**config.mk**
```make
export PLATFORM = sky130hd
export DESIGN_NAME = seven_seg_scan_ctrl
export DESIGN_NICKNAME = d
export VERILOG_FILES = /design/src/rtl/seven_seg_scan_ctrl.sv
export SDC_FILE = /design/constraint.sdc
export NUM_CORES = 1
export LEC_CHECK = 0
export CORE_MARGIN = 3
export CORE_UTILIZATION = 60
export DETAILED_ROUTE_END_ITERATION = 7
export HOLD_SLACK_MARGIN = 0.1
export PLACE_DENSITY = 0.95
export SLEW_MARGIN = 25
export SYNTH_ARGS = -nofsm -noshare
export SYNTH_HDL_FRONTEND = slang
export SYNTH_SLANG_ARGS = --single-unit
```
**constraint.sdc**
```tcl
create_clock -name clk -period 5.7 [get_ports clk]
set_input_delay 0.855 -clock clk [delete_from_list [all_inputs] [get_ports clk]]
set_output_delay 0.855 -clock clk [all_outputs]
set_load 0.02 [all_outputs]
```
**src/rtl/seven_seg_scan_ctrl.sv**
```systemverilog
// Time-multiplexed 7-segment scan controller; value updates are applied only at frame boundaries.
// Define LEADING_ZERO_BLANK_EN to suppress leading zero digits (evaluated on the active value).
module seven_seg_scan_ctrl #(
    parameter int unsigned NUM_DIGITS   = 4,
    parameter int unsigned DIV_WIDTH    = 16,
    parameter int unsigned DIV_MAX      = 49999,
    parameter int unsigned BLANK_CYCLES = 8
) (
    input  logic                    clk,
    input  logic                    rst,
    input  logic [4*NUM_DIGITS-1:0] value,
    input  logic                    load,
    input  logic [NUM_DIGITS-1:0]   digit_en,
    output logic [6:0]              seg,
    output logic [NUM_DIGITS-1:0]   an,
    output logic                    frame_tick,
    output logic                    upd_pending
);

    localparam int unsigned          IDX_W     = (NUM_DIGITS > 1) ? $clog2(NUM_DIGITS) : 1;
    localparam logic [DIV_WIDTH-1:0] CNT_MAX   = DIV_WIDTH'(DIV_MAX);
    localparam logic [DIV_WIDTH-1:0] CNT_BLANK = DIV_WIDTH'(BLANK_CYCLES);
    localparam logic [DIV_WIDTH-1:0] CNT_ONE   = DIV_WIDTH'(1);
    localparam logic [IDX_W-1:0]     IDX_LAST  = IDX_W'(NUM_DIGITS - 1);
    localparam logic [IDX_W-1:0]     IDX_ONE   = IDX_W'(1);

    typedef enum logic {
        ST_BLANK,
        ST_SHOW
    } state_t;

    localparam state_t ST_RESET = (BLANK_CYCLES > 0) ? ST_BLANK : ST_SHOW;

    logic [DIV_WIDTH-1:0]    cnt_q, cnt_d;
    logic [IDX_W-1:0]        idx_q, idx_d;
    state_t                  state_q, state_d;
    logic [4*NUM_DIGITS-1:0] active_q, active_d;
    logic [4*NUM_DIGITS-1:0] pending_q, pending_d;
    logic                    upd_pending_q, upd_pending_d;
    logic [6:0]              seg_q, seg_d;
    logic [NUM_DIGITS-1:0]   an_q, an_d;
    logic                    frame_tick_q, frame_tick_d;

    logic                    slot_end;
    logic                    wrap;
    logic [3:0]              cur_nib;
    logic                    cur_en;
    logic                    cur_lz_show;
    logic [NUM_DIGITS-1:0]   lz_show;

    function automatic logic [6:0] dec7(input logic [3:0] nib);
        logic [6:0] s;
        case (nib)
            4'h0:    s = 7'b0111111;
            4'h1:    s = 7'b0000110;
            4'h2:    s = 7'b1011011;
            4'h3:    s = 7'b1001111;
            4'h4:    s = 7'b1100110;
            4'h5:    s = 7'b1101101;
            4'h6:    s = 7'b1111101;
            4'h7:    s = 7'b0000111;
            4'h8:    s = 7'b1111111;
            4'h9:    s = 7'b1101111;
            4'hA:    s = 7'b1110111;
            4'hB:    s = 7'b1111100;
            4'hC:    s = 7'b0111001;
            4'hD:    s = 7'b1011110;
            4'hE:    s = 7'b1111001;
            default: s = 7'b1110001;
        endcase
        return s;
    endfunction

`ifdef LEADING_ZERO_BLANK_EN
    // Digit k stays lit only if some nibble at or above k is non-zero; digit 0 always qualifies.
    always_comb begin
        lz_show = '1;
        for (int unsigned k = 1; k < NUM_DIGITS; k++) begin
            lz_show[k] = |(active_q >> (4 * k));
        end
    end
`else
    always_comb begin
        lz_show = '1;
    end
`endif

    // Slot prescaler and digit index; state tracks the region of the current cnt value.
    always_comb begin
        slot_end = (cnt_q == CNT_MAX);
        wrap     = slot_end && (idx_q == IDX_LAST);
        cnt_d    = slot_end ? '0 : cnt_q + CNT_ONE;
        idx_d    = idx_q;
        if (slot_end) begin
            idx_d = (idx_q == IDX_LAST) ? '0 : idx_q + IDX_ONE;
        end
        state_d = (cnt_d < CNT_BLANK) ? ST_BLANK : ST_SHOW;
    end

    always_comb begin
        cur_nib     = '0;
        cur_en      = 1'b0;
        cur_lz_show = 1'b0;
        for (int unsigned k = 0; k < NUM_DIGITS; k++) begin
            if (idx_q == IDX_W'(k)) begin
                cur_nib     = active_q[4*k +: 4];
                cur_en      = digit_en[k];
                cur_lz_show = lz_show[k];
            end
        end
    end

    always_comb begin
        an_d         = '0;
        seg_d        = '0;
        frame_tick_d = wrap;
        case (state_q)
            ST_SHOW: begin
                if (cur_en && cur_lz_show) begin
                    an_d  = NUM_DIGITS'(1) << idx_q;
                    seg_d = dec7(cur_nib);
                end
            end
            default: begin
                an_d  = '0;
                seg_d = '0;
            end
        endcase
    end

    // A load coinciding with the wrap goes straight to active and never raises upd_pending.
    always_comb begin
        active_d      = active_q;
        pending_d     = pending_q;
        upd_pending_d = upd_pending_q;
        if (load) begin
            pending_d = value;
        end
        if (wrap) begin
            upd_pending_d = 1'b0;
            if (load) begin
                active_d = value;
            end else if (upd_pending_q) begin
                active_d = pending_q;
            end
        end else if (load) begin
            upd_pending_d = 1'b1;
        end
    end

    always_ff @(posedge clk or posedge rst) begin
        if (rst) begin
            cnt_q         <= '0;
            idx_q         <= '0;
            state_q       <= ST_RESET;
            active_q      <= '0;
            pending_q     <= '0;
            upd_pending_q <= 1'b0;
            seg_q         <= '0;
            an_q          <= '0;
            frame_tick_q  <= 1'b0;
        end else begin
            cnt_q         <= cnt_d;
            idx_q         <= idx_d;
            state_q       <= state_d;
            active_q      <= active_d;
            pending_q     <= pending_d;
            upd_pending_q <= upd_pending_d;
            seg_q         <= seg_d;
            an_q          <= an_d;
            frame_tick_q  <= frame_tick_d;
        end
    end

    assign seg         = seg_q;
    assign an          = an_q;
    assign frame_tick  = frame_tick_q;
    assign upd_pending = upd_pending_q;

endmodule
```
# == Word level (Yosys, flattened, before mapping) ==
# Memories as Yosys holds them, arrays and structs flattened.
# Index checks and enable logic that the tools add are counted.
# op_classes
n_mux,23
magnitude_cmp,1
n_shift,1
eq_ne,4
n_div,0
n_bitwise,0
n_reduce_logical,6
mul,0
addsub,2
# ops
cell,count
$mux 16,3
$mux 4,6
$add 16x1->16 const B,1
$eq 16x16->1 const B,1
$lt 16x4->1 const B,1
$mux 7,2
$mux 1,11
$eq 2x2->1 const B,2
$reduce_bool 2->1,2
$shl 1x2->4 const A,1
$add 2x1->2 const B,1
$eq 2x1->1 const B,1
$logic_and 1x1->1,2
$logic_not 2->1,1
$mux 2,1
$reduce_and 2->1,1
# totals
word_cells,47
output_inout_bits,13
inputBits,23
n_memories,1
ramBits,0
romBits,112
latchBits,0
ff_bits,64
# mem_list
name,depth,word_bits,read_ports,rd_clocked_by_memory_dff,wr,line_no,source
(name not given),16,7,1,0,0,53,case (nib)

# == Longest topological paths before layout ==
# depth
word_depth,8
mapped_depth,11
mapped_depth_nobuf,10

# == Worst setup path before layout ==
# OpenSTA, ideal clock, no wires.
# synth_timing
path_type,reg2reg
startpoint,register idx_q[0]
endpoint,"register seg_q[0], in the netlist seg[0]"
synth_period_minus_slack_ps,2345
t_arrival_ps,2269
path_buffers,1
t_required_ps,5625
path_stages_with_launch,12
setup_slack_ps,3355
cell_sequence,dfrtp_1 > inv_1 > ha_1 > buf_2 > a21oi_1 > o21ai_0 > a22oi_1 > inv_1 > ha_1 > or3_1 > o221a_2 > nor2_1
# synth_between
elab_chain_len,8
# synth_lines
element,line_no,source
start: declaration,35,"logic [IDX_W-1:0] idx_q, idx_d;"
start signal: assignment,164,idx_q <= idx_d;
$logic_not 2->1,105,if (idx_q == IDX_W'(k)) begin
$mux 4 or $mux 1 (tied branches) (4 in series),105,
$mem_v2 16x7 or $logic_and 1x1->1 (tied branches),--,
$mux 7 *,119,if (cur_en && cur_lz_show) begin
$mux 7 *,117,case (state_q)
net seg_d[0],40,"logic [6:0] seg_q, seg_d;"
end signal: assignment,169,seg_q <= seg_d;
end: declaration,40,
# Mark *: on every way through the listed nets, which the timed path passes. The rest lies on a longest branch.
# A chain may end at the register's enable or synchronous reset.

# == Worst setup path in the final report ==
# Ends and elaborated chain as after synthesis.

==> flow_metrics.py <==
metrics = {
    "timing": {
        "hold_ws_ns": 0.488,
        "period_share_pct": 48.3,
        "fin_crit_ns": 2.75,
        "setup_slack_ns": 2.95,
        "setup_tns_ns": 0,
        "slew_headroom_pct": 38.8,
        "tightest_slew_ns": 0.914,
        "rsz0062_at_grt": "false",
        "fin_worst_skew_ns": 0.00819,
        "setup_viol": 0,
        "fmax_mhz": 364,
        "slew_viol_final": 0,
        "hold_viol_final": 0,
    },
    "clock_network": {
        "clkSinkCount": 64,
        "clock_latency_ns": 0.34,
        "hold_buffers": 0,
        "max-clock-path-buffers": 2,
        "cts_setup_buffers": 0,
        "cts_resized": 0,
        "cts-root-buf": "clkbuf_8",
        "cts_buffers": 9,
        "htree_levels": 3,
        "path_clk_slew_ns": 0.07,
        "cts_tree": "done",
    },
    "place": {
        "gp_congestion": 0.834,
        "placed_cells": 345,
        "portBuffers": 35,
        "place_ws_ns": 2.66,
        "dp_hpwl_um": 4070,
    },
    "logic_synthesis": {
        "synth_edf_count": 0,
        "yosys.area.top_type": "dfrtp_1",
        "synth.area.top_cells": "dfrtp_1, mux2_2, mux2_4",
        "seq_area_frac_synth_pct": 52.6,
        "syn_area_per_cell_um2": 12.0,
        "synth_top_area_share_pct": 52.6,
        "syn-num-nets": 287,
        "synth.most_common_cell": "dfrtp_1",
        "yosysWarningCount": 0,
        "syn-cell-area_um2": 3050,
        "yosys_register_bits": 64,
        "ys_async_sr_fraction_pct": 100,
        "synthTopCellsByCount": "dfrtp_1, mux2_2, nor2_1",
        "ys_types": 44,
        "synthFlopType": "dfrtp_1",
        "syn_inst": 253,
    },
    "floorplan": {
        "io_pins": 36,
        "core_um2": 4820,
        "initial_core_util_pct": 63.2,
        "die_area_um2": 5970,
        "rows": 25,
        "fp.dieH_um": 77.2,
        "chipWidth_um": 77.2,
    },
    "final_layout": {
        "drive_gt1_share_pct": 19.0,
        "syn2layout_area_growth_pct": 17.4,
        "fin_cells": 361,
        "fillerInstances": 317,
        "nets": 323,
        "diodes": 0,
    },
    "detailed_routing": {
        "num_vias": 2047,
        "dr.pass1.iters": 5,
        "wl_um": 5840,
        "remaining_drc_errors": 0,
        "vias_per_cell": 5.67,
        "wl_per_cell_um": 16.2,
        "drtIter0Drc": 125,
        "ant_nets": 0,
    },
    "pwr": {
        "p_leak_nw": 1.60,
        "finalPower_mw": 0.852,
        "p_per_area_nw_per_um2": 238,
        "ir_drop_uv": 159,
    },
    "outcome": {
        "status": "finished, final reports clean",
    },
    "global_routing": {
        "grt_antenna_before_repair": 0,
        "grt_pass1_wl_um": 9910,
        "grt_pass1_vias": 2177,
        "grt_max_degree": 65,
        "grtUsageTotal_pct": 21.1,
        "grt-ovfl-total": 0,
    },
    "worst_setup_path": {
        "crit_type": "register to register",
        "critPathCaptureType": "register",
        "start_kind": "register",
        "arrival_ns": 3.02,
        "crit_fanout": 11,
        "crit_required_ns": 5.97,
    },
    "run": {
        "max-cap-violations": 0,
    },
    "min_path": {
        "hp-class": "register to register",
    },
}
[worst paths after layout]
check / depth (start not counted) / slack, ns / to / startpoint
worst min-delay path: 1 / 0.49 / cnt_q[0]$_DFF_PP0_ / cnt_q[0]$_DFF_PP0_
worst max-delay path: 10 / 2.95 / seg[0]$_DFF_PP0_ / idx_q[0]$_DFFE_PP0N_
min in group asynchronous: 3 / 1.06 / pending_q[3]$_DFFE_PP0P_ / rst
worst min register to register: 1 / 0.49 / cnt_q[0]$_DFF_PP0_ / cnt_q[0]$_DFF_PP0_
worst max register to register: 10 / 2.95 / seg[0]$_DFF_PP0_ / idx_q[0]$_DFFE_PP0N_
max in group asynchronous: 3 / 4.12 / cnt_q[12]$_DFF_PP0_ / rst
[flip-flops by register name, indices dropped and copies added (netlist names)]
name / flops
cnt_q: 16
idx_q: 2
active_q: 16
an: 4
upd_pending: 1
state_q: 1
frame_tick: 1
pending_q: 16
seg: 7
[where the power goes]
part / switching (mW) / internal [mW] / leakage (nW) / total (mW)
Combinational: 0.0254 / 0.0297 / 0.694 / 0.0551
Clock: 0.171 / 0.155 / 0.0858 / 0.326
Sequential: 0.00327 / 0.468 / 0.817 / 0.471
Total: 0.200 / 0.653 / 1.60 / 0.852
[area by class of cell]
type	count	area, um2	area share [%]
well taps	67	83.8	2.35
inverters	13	48.8	1.37
flip-flops and latches	64	1600	44.8
clock inverters	6	36.3	1.02
multi-input cells	165	1320	36.9
repair buffers	36	358	10.0
clock buffers	10	128	3.57
[cells in the final DEF (no fill, tap or decap), drive strengths merged, types with 2 or more instances in the layout]
cell and instances:
mux2 32, ha 11, nand2 10, nor2 18
xnor2 9, a221oi 4, a211oi 2, a221o 2
and3 4, inv 13, nand4 2, o21ai 10
dfrtp 64, and4 3, nor3 7, xor2 8
clkbuf 10, nor2b 6, a21oi 10, clkdlybuf4s50 35
clkinv 5, nand3 8, a22oi 3
[worst max-delay path: stages (launching register included)]
cell     delay (ns)
dfrtp_1        0.39
inv_1          0.09
ha_1           0.35
a21oi_1        0.18
o21ai_0        0.14
a22oi_1        0.54
inv_1          0.17
ha_1           0.27
or3_1          0.37
o221a_2        0.12
nor2_1         0.07
[kinds of logic (layout without fill, tap and decap cells)]
logic type,Yosys count,after routing,share of synthesized area (%)
flops,64,64,52.6
simple gates,64,64,11.1
compound gates,40,40,9.37
mux,33,33,13.4
buf+inv,24,65,4.11
xor+xnor,17,17,4.89
fa+ha+maj,11,11,4.52
[metal layers]
layer / vias up / track usage, % / share of wire, %
met5: - / 0 / 0
met4: 0 / 8.54 / 1.5
met3: 12 / 6.69 / 5.1
met2: 68 / 34.9 / 51
met1: 1007 / 25.6 / 42
li1: 960 / - / -
[stage by stage]
| stage | utilization, % | cell area [um2] |
|---|---|---|
| finish | 74.2 | 3570 |
| global route | 74.2 | 3570 |
| CTS | 74.2 | 3570 |
| detailed placement | 70.8 | 3410 |
| global placement | 70.8 | 3410 |
| floorplan | - | 3050 |
Note: power is estimated with default switching activity, not from simulation.
